[src/rtl/lap_timer.sv]
// lap_timer: MM:SS stopwatch / countdown with lap-hold and a multiplexed
// active-low 7-segment display.
//   clk, rst_n          system clock, synchronous active-low reset
//   sw[7:0]             down-mode preset, BCD minutes (tens, units)
//   mode                0 = count up, 1 = count down (latched on clear)
//   btnP, btnR, btnL    asynchronous start/pause, clear, lap-hold buttons
//   seg, dp             active-low segments (g..a) and decimal point
//   an                  active-low one-hot digit enable
//   done                high while the countdown has finished
module lap_timer #(
    parameter int unsigned DIGITS     = 4,
    parameter int unsigned TICK_DIV   = 100000000,
    parameter int unsigned SCAN_DIV   = 100000,
    parameter int unsigned DEB_CYCLES = 1000000
) (
    input  logic              clk,
    input  logic              rst_n,
    input  logic [7:0]        sw,
    input  logic              mode,
    input  logic              btnP,
    input  logic              btnR,
    input  logic              btnL,
    output logic [6:0]        seg,
    output logic              dp,
    output logic [DIGITS-1:0] an,
    output logic              done
);
    localparam int unsigned PW  = (TICK_DIV > 1) ? $clog2(TICK_DIV) : 1;
    localparam int unsigned SCW = (SCAN_DIV > 1) ? $clog2(SCAN_DIV) : 1;
    localparam int unsigned IW  = $clog2(DIGITS);
    localparam int unsigned DCW = $clog2(DEB_CYCLES + 2);
    localparam int unsigned NB  = 3;

    typedef enum logic [1:0] {S_IDLE, S_RUN, S_PAUSE, S_DONE} state_t;

    // Largest value of counter digit i (MM:SS radices, then decimal).
    function automatic logic [3:0] dmax(input int unsigned i);
        return (i == 1 || i == 3) ? 4'd5 : 4'd9;
    endfunction

    function automatic logic [6:0] dec7(input logic [3:0] d);
        case (d)
            4'd0:    return 7'b1000000;
            4'd1:    return 7'b1111001;
            4'd2:    return 7'b0100100;
            4'd3:    return 7'b0110000;
            4'd4:    return 7'b0011001;
            4'd5:    return 7'b0010010;
            4'd6:    return 7'b0000010;
            4'd7:    return 7'b1111000;
            4'd8:    return 7'b0000000;
            4'd9:    return 7'b0010000;
            default: return 7'b1111111;
        endcase
    endfunction

    // ------------------------------------------------------------------
    // Button synchronise + debounce; bit 0 = P, 1 = R, 2 = L
    // ------------------------------------------------------------------
    logic [NB-1:0]  btn, sync1, sync2, deb, armed, pulse;
    logic [DCW-1:0] deb_cnt [NB];

    assign btn = {btnL, btnR, btnP};

    // A button held through reset must be seen released (counting the two
    // reset-cleared synchroniser stages) before its press is honoured.
    always_ff @(posedge clk) begin
        if (!rst_n) begin
            sync1 <= '0;
            sync2 <= '0;
            deb   <= '0;
            armed <= '0;
            pulse <= '0;
            for (int i = 0; i < NB; i++) deb_cnt[i] <= '0;
        end else begin
            sync1 <= btn;
            sync2 <= sync1;
            for (int i = 0; i < NB; i++) begin
                pulse[i] <= 1'b0;
                if (!armed[i]) begin
                    if (sync2[i]) begin
                        deb_cnt[i] <= '0;
                    end else if (deb_cnt[i] == DCW'(DEB_CYCLES + 1)) begin
                        armed[i]   <= 1'b1;
                        deb_cnt[i] <= '0;
                    end else begin
                        deb_cnt[i] <= deb_cnt[i] + DCW'(1);
                    end
                end else if (sync2[i] == deb[i]) begin
                    deb_cnt[i] <= '0;
                end else if (deb_cnt[i] == DCW'(DEB_CYCLES - 1)) begin
                    deb[i]     <= sync2[i];
                    pulse[i]   <= sync2[i];
                    deb_cnt[i] <= '0;
                end else begin
                    deb_cnt[i] <= deb_cnt[i] + DCW'(1);
                end
            end
        end
    end

    logic p_p, p_r, p_l;
    assign p_p = pulse[0];
    assign p_r = pulse[1];
    assign p_l = pulse[2];

    // ------------------------------------------------------------------
    // Counter arithmetic
    // ------------------------------------------------------------------
    state_t                   state, state_n;
    logic [DIGITS-1:0][3:0]   cnt, snap, inc, dec, ld, disp;
    logic [PW-1:0]            presc;
    logic                     down_l, hold;
    logic                     carry, borrow, cnt_zero, dec_zero, tick, lap_tgl;

    // BCD increment with carry; all-max rolls over to all-zero.
    always_comb begin
        inc   = cnt;
        carry = 1'b1;
        for (int i = 0; i < DIGITS; i++) begin
            if (carry) begin
                if (cnt[i] >= dmax(i)) begin
                    inc[i] = 4'd0;
                end else begin
                    inc[i] = cnt[i] + 4'd1;
                    carry  = 1'b0;
                end
            end
        end
    end

    // BCD decrement with borrow; only applied while the count is non-zero.
    always_comb begin
        dec    = cnt;
        borrow = 1'b1;
        for (int i = 0; i < DIGITS; i++) begin
            if (borrow) begin
                if (cnt[i] == 4'd0) begin
                    dec[i] = dmax(i);
                end else begin
                    dec[i] = cnt[i] - 4'd1;
                    borrow = 1'b0;
                end
            end
        end
    end

    assign cnt_zero = (cnt == '0);
    assign dec_zero = (dec == '0) && !cnt_zero;

    // Clear value: zero for up mode, clamped MM:00 preset for down mode.
    always_comb begin
        ld = '0;
        if (mode) begin
            ld[3] = (sw[7:4] > 4'd5) ? 4'd5 : sw[7:4];
            ld[2] = (sw[3:0] > 4'd9) ? 4'd9 : sw[3:0];
        end
    end

    // ------------------------------------------------------------------
    // Control FSM
    // ------------------------------------------------------------------
    always_ff @(posedge clk) begin
        if (!rst_n) state <= S_IDLE;
        else        state <= state_n;
    end

    // Clear overrides everything; a final down tick beats a pause request.
    always_comb begin
        state_n = state;
        lap_tgl = 1'b0;
        tick    = (state == S_RUN) && (presc == PW'(TICK_DIV - 1));
        if (p_r) begin
            state_n = S_IDLE;
        end else begin
            case (state)
                S_IDLE: begin
                    if (p_p) state_n = (down_l && cnt_zero) ? S_DONE : S_RUN;
                end
                S_RUN: begin
                    lap_tgl = p_l;
                    if (tick && down_l && dec_zero) state_n = S_DONE;
                    else if (p_p)                   state_n = S_PAUSE;
                end
                S_PAUSE: begin
                    lap_tgl = p_l;
                    if (p_p) state_n = S_RUN;
                end
                S_DONE:  state_n = S_DONE;
                default: state_n = S_IDLE;
            endcase
        end
    end

    // Prescaler, count register and mode latch.
    always_ff @(posedge clk) begin
        if (!rst_n) begin
            presc  <= '0;
            cnt    <= '0;
            down_l <= 1'b0;
        end else if (p_r) begin
            presc  <= '0;
            cnt    <= ld;
            down_l <= mode;
        end else if (state == S_RUN) begin
            presc <= tick ? '0 : presc + PW'(1);
            if (tick) begin
                if (!down_l)       cnt <= inc;
                else if (!cnt_zero) cnt <= dec;
            end
        end
    end

    // Lap hold: snapshot the running count on the toggle that engages it.
    always_ff @(posedge clk) begin
        if (!rst_n) begin
            hold <= 1'b0;
            snap <= '0;
        end else if (p_r || state_n == S_DONE) begin
            hold <= 1'b0;
        end else if (lap_tgl) begin
            hold <= ~hold;
            if (!hold) snap <= cnt;
        end
    end

    // ------------------------------------------------------------------
    // Display scan and registered outputs
    // ------------------------------------------------------------------
    logic [SCW-1:0] scnt;
    logic [IW-1:0]  idx;

    always_ff @(posedge clk) begin
        if (!rst_n) begin
            scnt <= '0;
            idx  <= '0;
        end else if (scnt == SCW'(SCAN_DIV - 1)) begin
            scnt <= '0;
            idx  <= (idx == IW'(DIGITS - 1)) ? '0 : idx + IW'(1);
        end else begin
            scnt <= scnt + SCW'(1);
        end
    end

    assign disp = hold ? snap : cnt;

    always_ff @(posedge clk) begin
        if (!rst_n) begin
            seg  <= 7'b1000000;
            an   <= ~DIGITS'(1);
            dp   <= 1'b1;
            done <= 1'b0;
        end else begin
            seg  <= dec7(disp[idx]);
            an   <= ~(DIGITS'(1) << idx);
            dp   <= (idx != IW'(2));
            done <= (state_n == S_DONE);
        end
    end

endmodule

[config.mk]
export PLATFORM = sky130hd
export DESIGN_NAME = lap_timer
export DESIGN_NICKNAME = d
export VERILOG_FILES = /design/src/rtl/lap_timer.sv
export SDC_FILE = /design/constraint.sdc
export NUM_CORES = 1
export LEC_CHECK = 0
export BUFFER_PORTS_ARGS = -buffer_cell sky130_fd_sc_hd__buf_4
export CELL_PAD_IN_SITES_DETAIL_PLACEMENT = 2
export CELL_PAD_IN_SITES_GLOBAL_PLACEMENT = 2
export CORE_ASPECT_RATIO = 1.25
export CORE_MARGIN = 2
export CORE_UTILIZATION = 36
export DETAILED_ROUTE_END_ITERATION = 12
export MAX_ROUTING_LAYER = met4
export PLACE_DENSITY = 0.86
export SYNTH_ARGS = -nofsm -noshare
export SYNTH_HDL_FRONTEND = slang
export SYNTH_SLANG_ARGS = --single-unit
[constraint.sdc]
create_clock -name clk -period 3.1 [get_ports clk]
set_input_delay 0.465 -clock clk [delete_from_list [all_inputs] [get_ports clk]]
set_output_delay 0.465 -clock clk [all_outputs]
set_load 0.03 [all_outputs]
==> results summary <==
The flow ran to the end, and the final reports show no timing, DRC or antenna violations. The flip-flop and latch count after synthesis came out at 169. The detail-routed net length per standard cell is around 19 µm. The horizontal die dimension came out at 147.0 µm.

The largest vdd supply drop is 0.3351 mV. The class of the most critical hold timing path is in -> reg. The initial core utilization came out at 36.52%. Counting the buffers created by CTS gives 17. The post-DP HPWL is 18.98 mm. The synthesized design contains 60 enable-type register cells.

Relative to the synthesized area, the layout overhead comes to 16.54%. The initialized floorplan defines 65 standard-cell rows. The wire length after detailed routing came out at 27.99 mm. The area of all sequential standard cells is 3984 µm².

Entering global routing, the biggest net connects 60 pins. The full die area came out at around 27000 µm². Using the TritonRoute via totals, the vias-per-cell ratio works out to between 5 and 6.

The later pin in the worst-skew pair is clocked with a latency of 450 ps. The max-cap check violation count is 0. The remaining number of nets flagged by the antenna check after routing came out at 0. STA classifies the critical path endpoint as a flip-flop. The count of buffers added on input and output ports is 26.

The leakage dissipation came out at 4.005 nW. TritonCTS built the clock tree. In the final layout, the multi-input gates occupy approximately 5100 µm². The total overflow left after global routing is 0. Dividing the synthesized area by the synthesized cell count gives 8.983 µm². In this run the deepest clock path goes through 2 buffers. The total number of nets in the final design came out at 1170. The worst path uses 95.39% of the clock period. The total count of hold-check failures in the final report came to 0. The worst setup path is launched from a flip-flop. The final clock skew came out at 14.42 ps.

The maximum level of the CTS H-tree is 4. At the pin with the least slew margin, the transition time is 748.5 ps. The clock transition at the registers of the reported paths is 80 ps. The required time of the critical path came out at 3470 ps. Clock tree synthesis found a total of 169 sinks. In this run, the number of DRC markers left after iteration 0 of detailed routing was 294. Setup violations remaining at the end of the flow were counted as 0.

The worst pin sits at a relative slew slack of roughly 50%. The Yosys step of the flow raised 0 warnings. The wire length of the first global-routing pass is 46.11 mm.

The via count of the first global-routing pass came out at slightly below 9000. The async set-or-reset flop fraction in the synthesized netlist is 0%. In this run the worst path has a maximum fanout of 16.

After synthesis, flip-flops and latches occupy 43.27% of the total area. The main flop type after synthesis is sky130_fd_sc_hd__dfxtp_1. The boundary pin count came out at 27.

In the layout the commonest cells are 173 x sky130_fd_sc_hd__nor2_1, 109 x sky130_fd_sc_hd__dfxtp_1, 101 x sky130_fd_sc_hd__nand2_1. Across every metal layer, demand over resource in global routing totals roughly 22%. Setup repair after global routing left no endpoint under its margin. For flop-to-flop paths, the worst setup slack is approximately 140 ps. The setup path with the least slack is of type reg -> reg. The design draws 0.004725 W. The die is 182.8 µm tall.

The routability congestion estimate came out at 0.8546. The library cell used most frequently in the layout, excluding fill and tap cells, is sky130_fd_sc_hd__nor2_1. The overall via count from detail_route came out at 7848. The total of fill cells in the finished design is roughly 2800. Of the cells placed in the final design, the portion with a size suffix greater than 1 is 9.771%. Summed over all instances, the cell type with the most area after synthesis is sky130_fd_sc_hd__dfxtp_1. The setup TNS after final layout is 0 ps.

The first detailed-routing pass took 4 iterations. The clock period minus final worst setup slack is approximately 3000 ps. The initial antenna violation count is 0. Synthesis produced 1025 cells. For this run, the top clock speed supported by timing is between 0.3 and 0.4 GHz. The count of hold-fix buffers inserted at cts came out at 0. The proportion of netlist area held by the largest area contributor is 23.70%. The core box area came out at 25210 µm². Data on the critical path arrives at its endpoint at roughly 3300 ps. The antenna diode instance count came out at 0. The tree is rooted in a sky130_fd_sc_hd__clkbuf_16.

By area the synthesized netlist is led by sky130_fd_sc_hd__dfxtp_1 24%, sky130_fd_sc_hd__edfxtp_1 20%, sky130_fd_sc_hd__nor2_1 7.1%. Power spread over the standard cell area amounts to 440.3 nW/µm². The mapped cell area is 9208 µm². In the routed design, unresolved DRC markers number 0. The final max-slew violation count was 0. The count of cell types in the netlist came out at 70.
power breakdown:
group          internal (W)  switching [W]
clock network       0.00115       0.000957
logic             0.0000694       0.000120
registers           0.00236      0.0000689
sequential cells by signal, summed over array words and instances (netlist names):
signal   flops
done         1
snap        16
state        2
pulse        3
deb_cnt     60
an           4
deb          3
down_l       1
hold         1
armed        3
idx          2
presc       27
sync1        3
sync2        3
seg          7
scnt        17
cnt         16
per-stage QoR:
| stage | hold WS, ps | instances | worst slack, ps | util (%) | area (µm²) |
|---|---|---|---|---|---|
| 6_report | 223.2 | 1471 | 143.0 | 42.56 | 10730 |
| 5_1_grt | 204.5 | 1471 | 0.4239 | 42.56 | 10730 |
| 4_1_cts | 206.4 | 1471 | 0.7425 | 42.48 | 10710 |
| 3_5_place_dp | 443.5 | 1439 | 114.2 | 40.27 | 10150 |
| 3_3_place_gp | 426.0 | 1439 | 296.3 | 40.27 | 10150 |
| 2_1_floorplan | 411.9 | 1084 | 70.62 | - | 9429 |
final cells by class:
| class | instances | share of cell area [%] |
|---|---|---|
| multi-input combinational | 834 | 47.98 |
| clock buffer | 20 | 4.268 |
| inverter | 40 | 1.399 |
| tap | 335 | 3.906 |
| sequential | 169 | 37.13 |
| clock inverter | 12 | 0.9328 |
| timing repair buffer | 61 | 4.384 |
metal layers:
| layer | vias to the layer above | track usage, % | routed length (µm) |
|---|---|---|---|
| met1 | 3970 | 23.98 | 11420 |
| met5 | - | - | 0 |
| met3 | 51 | 3.905 | 682 |
| li1 | 3727 | - | - |
| met4 | 0 | 8.423 | 764 |
| met2 | 100 | 40.47 | 15120 |
cells in the mapped netlist (3+ instances only):
| cell type | count |
|---|---|
| sky130_fd_sc_hd__inv_1 | 37 |
| sky130_fd_sc_hd__xnor2_1 | 44 |
| sky130_fd_sc_hd__xor2_1 | 52 |
| sky130_fd_sc_hd__a21o_1 | 4 |
| sky130_fd_sc_hd__o21ai_1 | 3 |
| sky130_fd_sc_hd__and4_1 | 8 |
| sky130_fd_sc_hd__and3_1 | 13 |
| sky130_fd_sc_hd__a22oi_1 | 5 |
| sky130_fd_sc_hd__nor4_1 | 12 |
| sky130_fd_sc_hd__mux2i_1 | 28 |
| sky130_fd_sc_hd__nand4_1 | 28 |
| sky130_fd_sc_hd__or2_2 | 3 |
| sky130_fd_sc_hd__or4_1 | 5 |
| sky130_fd_sc_hd__nor3b_2 | 3 |
| sky130_fd_sc_hd__nand2b_1 | 13 |
| sky130_fd_sc_hd__o31ai_1 | 4 |
| sky130_fd_sc_hd__nand2_1 | 101 |
| sky130_fd_sc_hd__o22ai_1 | 7 |
| sky130_fd_sc_hd__a211oi_1 | 9 |
| sky130_fd_sc_hd__o31a_1 | 4 |
| sky130_fd_sc_hd__ha_1 | 33 |
| sky130_fd_sc_hd__nor2_1 | 173 |
| sky130_fd_sc_hd__nor2b_1 | 5 |
| sky130_fd_sc_hd__a21oi_1 | 37 |
| sky130_fd_sc_hd__nor3_1 | 28 |
| sky130_fd_sc_hd__a31oi_1 | 4 |
| sky130_fd_sc_hd__dfxtp_1 | 109 |
| sky130_fd_sc_hd__mux4_2 | 8 |
| sky130_fd_sc_hd__or3_1 | 9 |
| sky130_fd_sc_hd__nand3_1 | 47 |
| sky130_fd_sc_hd__o21ai_0 | 31 |
| sky130_fd_sc_hd__and2_1 | 10 |
| sky130_fd_sc_hd__clkinv_1 | 3 |
| sky130_fd_sc_hd__nor3b_1 | 3 |
| sky130_fd_sc_hd__edfxtp_1 | 60 |
| sky130_fd_sc_hd__clkbuf_1 | 37 |
worst paths after layout:
path                  from       end  cells after the start
setup / recovery    cnt[5]  snap[14]                      9
hold / removal        btnL  sync1[2]                      2
setup reg to reg    cnt[5]  snap[14]                      9
hold reg to reg   sync1[0]  sync2[0]                      1
critical path, cell delays in order (launching register included):
cell                        delay [ps]
sky130_fd_sc_hd__dfxtp_1           320
sky130_fd_sc_hd__inv_1             140
sky130_fd_sc_hd__ha_2              300
sky130_fd_sc_hd__or3b_1            460
sky130_fd_sc_hd__o31a_1            320
sky130_fd_sc_hd__a2111oi_4         380
sky130_fd_sc_hd__nand4_4           210
sky130_fd_sc_hd__o31ai_4           300
sky130_fd_sc_hd__buf_12            210
sky130_fd_sc_hd__mux2i_1           220
cell families after synthesis:
logic type	count (synthesis)	synth area share [%]
XOR/XNOR	96	9.132
AND/OR/NAND/NOR	476	25.03
other	1	0.04073
buffers and inverters	81	3.492
flip-flops	169	43.27
multiplexers	37	5.123
AO/OA/AOI/OAI	132	9.431
adder cells (fa/ha/maj)	33	4.484
what timing repair did:
item | CTS | global route
gates resized for setup | 0 | 4
setup endpoints to repair | 0 | 16
buffers inserted | 0 | 0
No activity file was read; power rests on OpenSTA's default activity.
